$ cat config.mk
export PLATFORM = sky130hd
export DESIGN_NAME = posit_batch_sequencer
export DESIGN_NICKNAME = d
export VERILOG_FILES = /design/src/rtl/posit_batch_sequencer.sv
export SDC_FILE = /design/constraint.sdc
export NUM_CORES = 1
export LEC_CHECK = 0
export ABC_AREA = 1
export BUFFER_PORTS_ARGS = -buffer_cell sky130_fd_sc_hd__buf_2
export CORE_UTILIZATION = 40
export DETAILED_ROUTE_END_ITERATION = 8
export HOLD_SLACK_MARGIN = 0.02
export PLACE_DENSITY = 0.69
export SLEW_MARGIN = 20
export SYNTH_ARGS = -nofsm -noshare
export SYNTH_HDL_FRONTEND = slang
export SYNTH_SLANG_ARGS = --single-unit
$ cat constraint.sdc
create_clock -name clock -period 9.96 [get_ports clock]
set_input_delay 2.49 -clock clock [delete_from_list [all_inputs] [get_ports clock]]
set_output_delay 2.49 -clock clock [all_outputs]
set_load 0.02 [all_outputs]
$ cat src/rtl/posit_batch_sequencer.sv
// posit_batch_sequencer
// Walks a batch of operand pairs held in on-chip memory through a posit adder core.
// Pair i is read from src_base+2i and src_base+2i+1, and its sum is written to dst_base+i.
// Every wait on the core is bounded: if the core does not answer within TIMEOUT cycles,
// the batch aborts and sets the error flag.
//
// Handshake: the operands transfer on a clock edge where io_core_in_valid and
// io_core_in_ready are both high. io_core_in_valid stays high with num1/num2 stable
// until that edge. io_core_out_valid is a one-cycle pulse that is honoured only while
// waiting for a result.
module posit_batch_sequencer #(
  parameter int ADDR_W  = 12,
  parameter int DATA_W  = 16,
  parameter int TIMEOUT = 1024
) (
  input  logic              clock,
  input  logic              reset,
  input  logic              io_start,
  input  logic [ADDR_W-1:0] io_count,
  input  logic [ADDR_W-1:0] io_src_base,
  input  logic [ADDR_W-1:0] io_dst_base,
  output logic [ADDR_W-1:0] io_rd_addr,
  input  logic [DATA_W-1:0] io_rd_data,
  output logic [ADDR_W-1:0] io_wr_addr,
  output logic [DATA_W-1:0] io_wr_data,
  output logic              io_wr_en,
  output logic              io_core_in_valid,
  input  logic              io_core_in_ready,
  output logic [DATA_W-1:0] io_core_num1,
  output logic [DATA_W-1:0] io_core_num2,
  input  logic              io_core_out_valid,
  input  logic [DATA_W-1:0] io_core_result,
  output logic              io_busy,
  output logic              io_completed,
  output logic              io_error,
  output logic [ADDR_W-1:0] io_processed
);

  localparam int TMO_W = (TIMEOUT > 2) ? $clog2(TIMEOUT) : 1;

  typedef enum logic [2:0] {
    S_IDLE, S_RDA, S_RDB, S_CAP, S_ISSUE, S_WAIT, S_WRITE, S_DONE
  } state_t;

  state_t            state_q;
  logic              start_q;
  logic [ADDR_W-1:0] count_q;
  logic [ADDR_W-1:0] src_ptr_q;
  logic [ADDR_W-1:0] dst_ptr_q;
  logic [ADDR_W-1:0] processed_q;
  logic [ADDR_W-1:0] rd_addr_q;
  logic [DATA_W-1:0] num1_q;
  logic [DATA_W-1:0] num2_q;
  logic [DATA_W-1:0] res_q;
  logic              wr_en_q;
  logic              in_valid_q;
  logic              error_q;
  logic [TMO_W-1:0]  tmo_q;
  logic              start_edge;

  // A start only counts on the rising edge of the PIO level.
  assign start_edge = io_start & ~start_q;

  // Sequencer: one pass through RDA..WRITE per pair. Outputs are registered so they change only on clock edges.
  always_ff @(posedge clock or posedge reset) begin
    if (reset) begin
      state_q     <= S_IDLE;
      start_q     <= 1'b0;
      count_q     <= '0;
      src_ptr_q   <= '0;
      dst_ptr_q   <= '0;
      processed_q <= '0;
      rd_addr_q   <= '0;
      num1_q      <= '0;
      num2_q      <= '0;
      res_q       <= '0;
      wr_en_q     <= 1'b0;
      in_valid_q  <= 1'b0;
      error_q     <= 1'b0;
      tmo_q       <= '0;
    end else begin
      start_q <= io_start;
      case (state_q)
        S_IDLE, S_DONE: begin
          if (start_edge) begin
            count_q     <= io_count;
            src_ptr_q   <= io_src_base;
            dst_ptr_q   <= io_dst_base;
            processed_q <= '0;
            error_q     <= 1'b0;
            if (io_count == '0) begin
              state_q <= S_DONE;
            end else begin
              rd_addr_q <= io_src_base;
              state_q   <= S_RDA;
            end
          end
        end
        S_RDA: begin
          rd_addr_q <= src_ptr_q + ADDR_W'(1);
          state_q   <= S_RDB;
        end
        S_RDB: begin
          num1_q  <= io_rd_data;
          state_q <= S_CAP;
        end
        S_CAP: begin
          num2_q     <= io_rd_data;
          in_valid_q <= 1'b1;
          state_q    <= S_ISSUE;
        end
        S_ISSUE: begin
          if (io_core_in_ready) begin
            in_valid_q <= 1'b0;
            tmo_q      <= '0;
            state_q    <= S_WAIT;
          end
        end
        S_WAIT: begin
          if (io_core_out_valid) begin
            res_q   <= io_core_result;
            wr_en_q <= 1'b1;
            state_q <= S_WRITE;
          end else if (tmo_q == TMO_W'(TIMEOUT - 1)) begin
            error_q <= 1'b1;
            state_q <= S_DONE;
          end else begin
            tmo_q <= tmo_q + TMO_W'(1);
          end
        end
        S_WRITE: begin
          wr_en_q     <= 1'b0;
          processed_q <= processed_q + ADDR_W'(1);
          src_ptr_q   <= src_ptr_q + ADDR_W'(2);
          dst_ptr_q   <= dst_ptr_q + ADDR_W'(1);
          if ((processed_q + ADDR_W'(1)) == count_q) begin
            state_q <= S_DONE;
          end else begin
            rd_addr_q <= src_ptr_q + ADDR_W'(2);
            state_q   <= S_RDA;
          end
        end
        default: state_q <= S_IDLE;
      endcase
    end
  end

  assign io_rd_addr       = rd_addr_q;
  assign io_wr_addr       = dst_ptr_q;
  assign io_wr_data       = res_q;
  assign io_wr_en         = wr_en_q;
  assign io_core_in_valid = in_valid_q;
  assign io_core_num1     = num1_q;
  assign io_core_num2     = num2_q;
  assign io_busy          = (state_q != S_IDLE) && (state_q != S_DONE);
  assign io_completed     = (state_q == S_DONE);
  assign io_error         = error_q;
  assign io_processed     = processed_q;

endmodule

==> metrics.md <==
| Metric | Value |
|---|---|
| Die Y | 128 um |
| CTS tree | built |
| IO Count | approximately 160 |
| Hpwl dp | approximately 12,000 um |
| Crit path time final | 4.00 ns |
| Width of the die | between 100 and 150 um |
| Final net count | 1,013 |
| Vias | around 5,800 |
| Post-CTS sizing | 0 |
| H-Tree Depth | 4 |
| Cells after Synth | between 700 and 800 |
| Worst setup path startpoint | io_start |
| Clock Tree Buf Depth | 2 |
| N_diodes | 0 |
| Final setup viols | 0 |
| Worst reg2reg setup slack | between 7 and 8 ns |
| Area Growth Syn to Fin | 24.7% |
| Reg2reg start | state_q[1] |
| Fin crit share | 40.2% |
| Clk_skew | about 0.012 ns |
| RSZ-0062 raised after global routing | no |
| Max incr delay on CP | around 0.47 ns |
| Port Buf Inserts | approximately 160 |
| Antenna viol nets, final | 0 |
| Post-Route WL | between 15,000 and 20,000 um |
| VDD IR max | approximately 200 uV |
| DR vias/cell | 5.00 |
| CP Class | input port to flop |
| Cell Area, Synth | ~6400 um^2 |
| Max Cap Viol | 0 |
| DRC Markers | 0 |
| Worst skew pair latency | 0.42 ns |
| Setup Buffers After CTS | 0 |
| Leakage Power | between 4 and 5 nW |
| Mapped Avg Cell Area | ~8.2 um^2 |
| Status | finished clean |
| Initial DRT Pass Iterations | 5 |
| Async set-reset flop share out of synthesis | 100% |
| Post-synth cell types | 48 |
| Setup WS pre-CTS | 5.56 ns |
| Total grt overflow | 0 |
| Max Slew Vio Count | 0 |
| Die area | between 15,000 and 20,000 um^2 |
| Total clock sinks | 125 |
| Final worst slack | just under 6 ns |
| Drt wl/cell | 13.9 um |
| TNS Setup | 0 ns |
| DRT iter0 DRCs | about 300 |
| Global-route usage over all layers | around a fifth |
| Share of cells above drive strength 1 | between 20% and 30% |
| Starting Density | about two fifths |
| Post-CTS Hold Fix Bufs | 0 |
| Worst min path class | flop to flop |
| Routability Congestion | between 0.9 and 1 |
| Clock slew at reported path FFs | 0.06 ns |
| Pin count of the biggest net entering global routing | 69 |
| Post-synth EDFFs | 0 |
| Synth warn | 0 |
| Syn_nets | ~850 |
| Hold Startpoint | io_rd_addr[11] |
| Sequential-to-total area share from yosys stat | 49.1% |
| Worst Path Arrival | ~4.3 ns |
| Power density over cell area | ~350 nW/um^2 |
| Worst-Margin Slew | roughly 0.86 ns |
| First-pass GRT wire length | between 20,000 and 30,000 um |
| Initial antenna violation count | 0 |
| Fin. Hold Viols | 0 |
| Fmax achieved | 0.250 GHz |
| Vias in the first global route | ~5,500 |
| Synth Flop Type | dfrtp_1 |
| Filler Cell Count | about 1,500 |
| Worst path cell trace | buf_2, a21oi_1, nor2_2, buf_4, nor2_4, inv_1, o211ai_1 |
| Core Footprint | ~15,000 um^2 |
| Commonest non-fill, non-tap cell in the layout | nand2_1 |
| Root Driver | clkbuf_16 |
| Synthesized flop and latch total | 125 |
| Worst EP required | 10.28 ns |
| Worst path slowest cell | inv_1 |
| Startpoint Class | input port |
| Commonest non-fill, non-tap cells in the layout | nand2_1, buf_2, dfrtp_1, inv_1, o21ai_0 |
| Max transition margin | around 42% |
| Crit Path Max Fanout | 32 |
| Site row count | 45 |
| Crit end category | flop |
| Total CTS buffers | 17 |
==> flip-flops by register name, summed over array words and instances (netlist names) <==
register	count
start_q	1
io_wr_addr	12
io_core_num1	16
io_core_in_valid	1
tmo_q	10
io_wr_data	16
io_error	1
src_ptr_q	12
state_q	3
io_wr_en	1
io_processed	12
count_q	12
io_core_num2	16
io_rd_addr	12
==> path summary, 6_finish.rpt <==
check,to,cells past startpoint
max,io_wr_addr[9],7
min,io_rd_addr[11],2
max reg2reg,io_wr_addr[9],9
min reg2reg,io_rd_addr[11],2
max in group asynchronous,tmo_q[7],3
min in group asynchronous,io_wr_data[15],2
==> through the flow <==
stage	instances	utilization, %	cell area, um^2	hold slack, ns	total power, mW
after floorplan	775	-	6370	0.448	1.81
after global routing	1158	51.7	7950	0.494	3.02
after CTS	1158	51.7	7940	0.468	2.82
after detailed placement	1126	47.7	7330	0.455	2.17
final	1158	51.7	7950	0.462	2.80
after global placement	1126	47.7	7330	0.452	2.15
==> final cells by class <==
class                      instances  area, um^2  area share, %
sequential                       125        3130           39.4
tap                              211         264           3.32
multi-input combinational        546        2820           35.5
clock inverter                    13         164           2.06
timing repair buffer             163         821           10.3
inverter                          81         309           3.89
clock buffer                      19         443           5.57
==> cell usage after synthesis (all sizes together), types with 6 or more instances <==
cell type / count / area share (%)
nor3: 8 / 0.63
nand2: 230 / 14
buf: 12 / 1.3
o211ai: 13 / 1.5
nand3b: 11 / 1.4
a21oi: 16 / 1.3
dfrtp: 125 / 49
nor2: 60 / 4.4
mux2: 16 / 2.8
inv: 81 / 4.8
clkbuf: 11 / 0.65
o21ai: 67 / 5.3
ha: 6 / 1.2
a22oi: 7 / 0.82
nand3: 64 / 5.1
nand4: 9 / 0.98
==> critical path, delay by kind of cell <==
family	cells	cell delay (ns)
AND/OR/NAND/NOR	2	0.44
buffers and inverters	3	0.83
AO/OA/AOI/OAI	2	0.56
==> power breakdown <==
| part | switching (mW) | internal (mW) |
|---|---|---|
| logic | 0.846 | 0.423 |
| clock network | 0.234 | 0.401 |
| registers | 0.162 | 0.734 |
==> metal layers <==
metal | routed length, um | GRT usage (%)
met5 | 0 | 0
met4 | 284 | 7.96
met2 | 7170 | 31.9
met1 | 7360 | 27.2
met3 | 1340 | 6.22
==> cells by family after synthesis <==
family	count (synthesis)	synth area share [%]
xor+xnor	8	1.34
flops	125	49.1
compound gates	125	11.5
simple gates	391	27.3
fa+ha+maj	6	1.18
mux	16	2.83
buf+inv	104	6.77
Note: power is estimated with default switching activity, not from simulation.
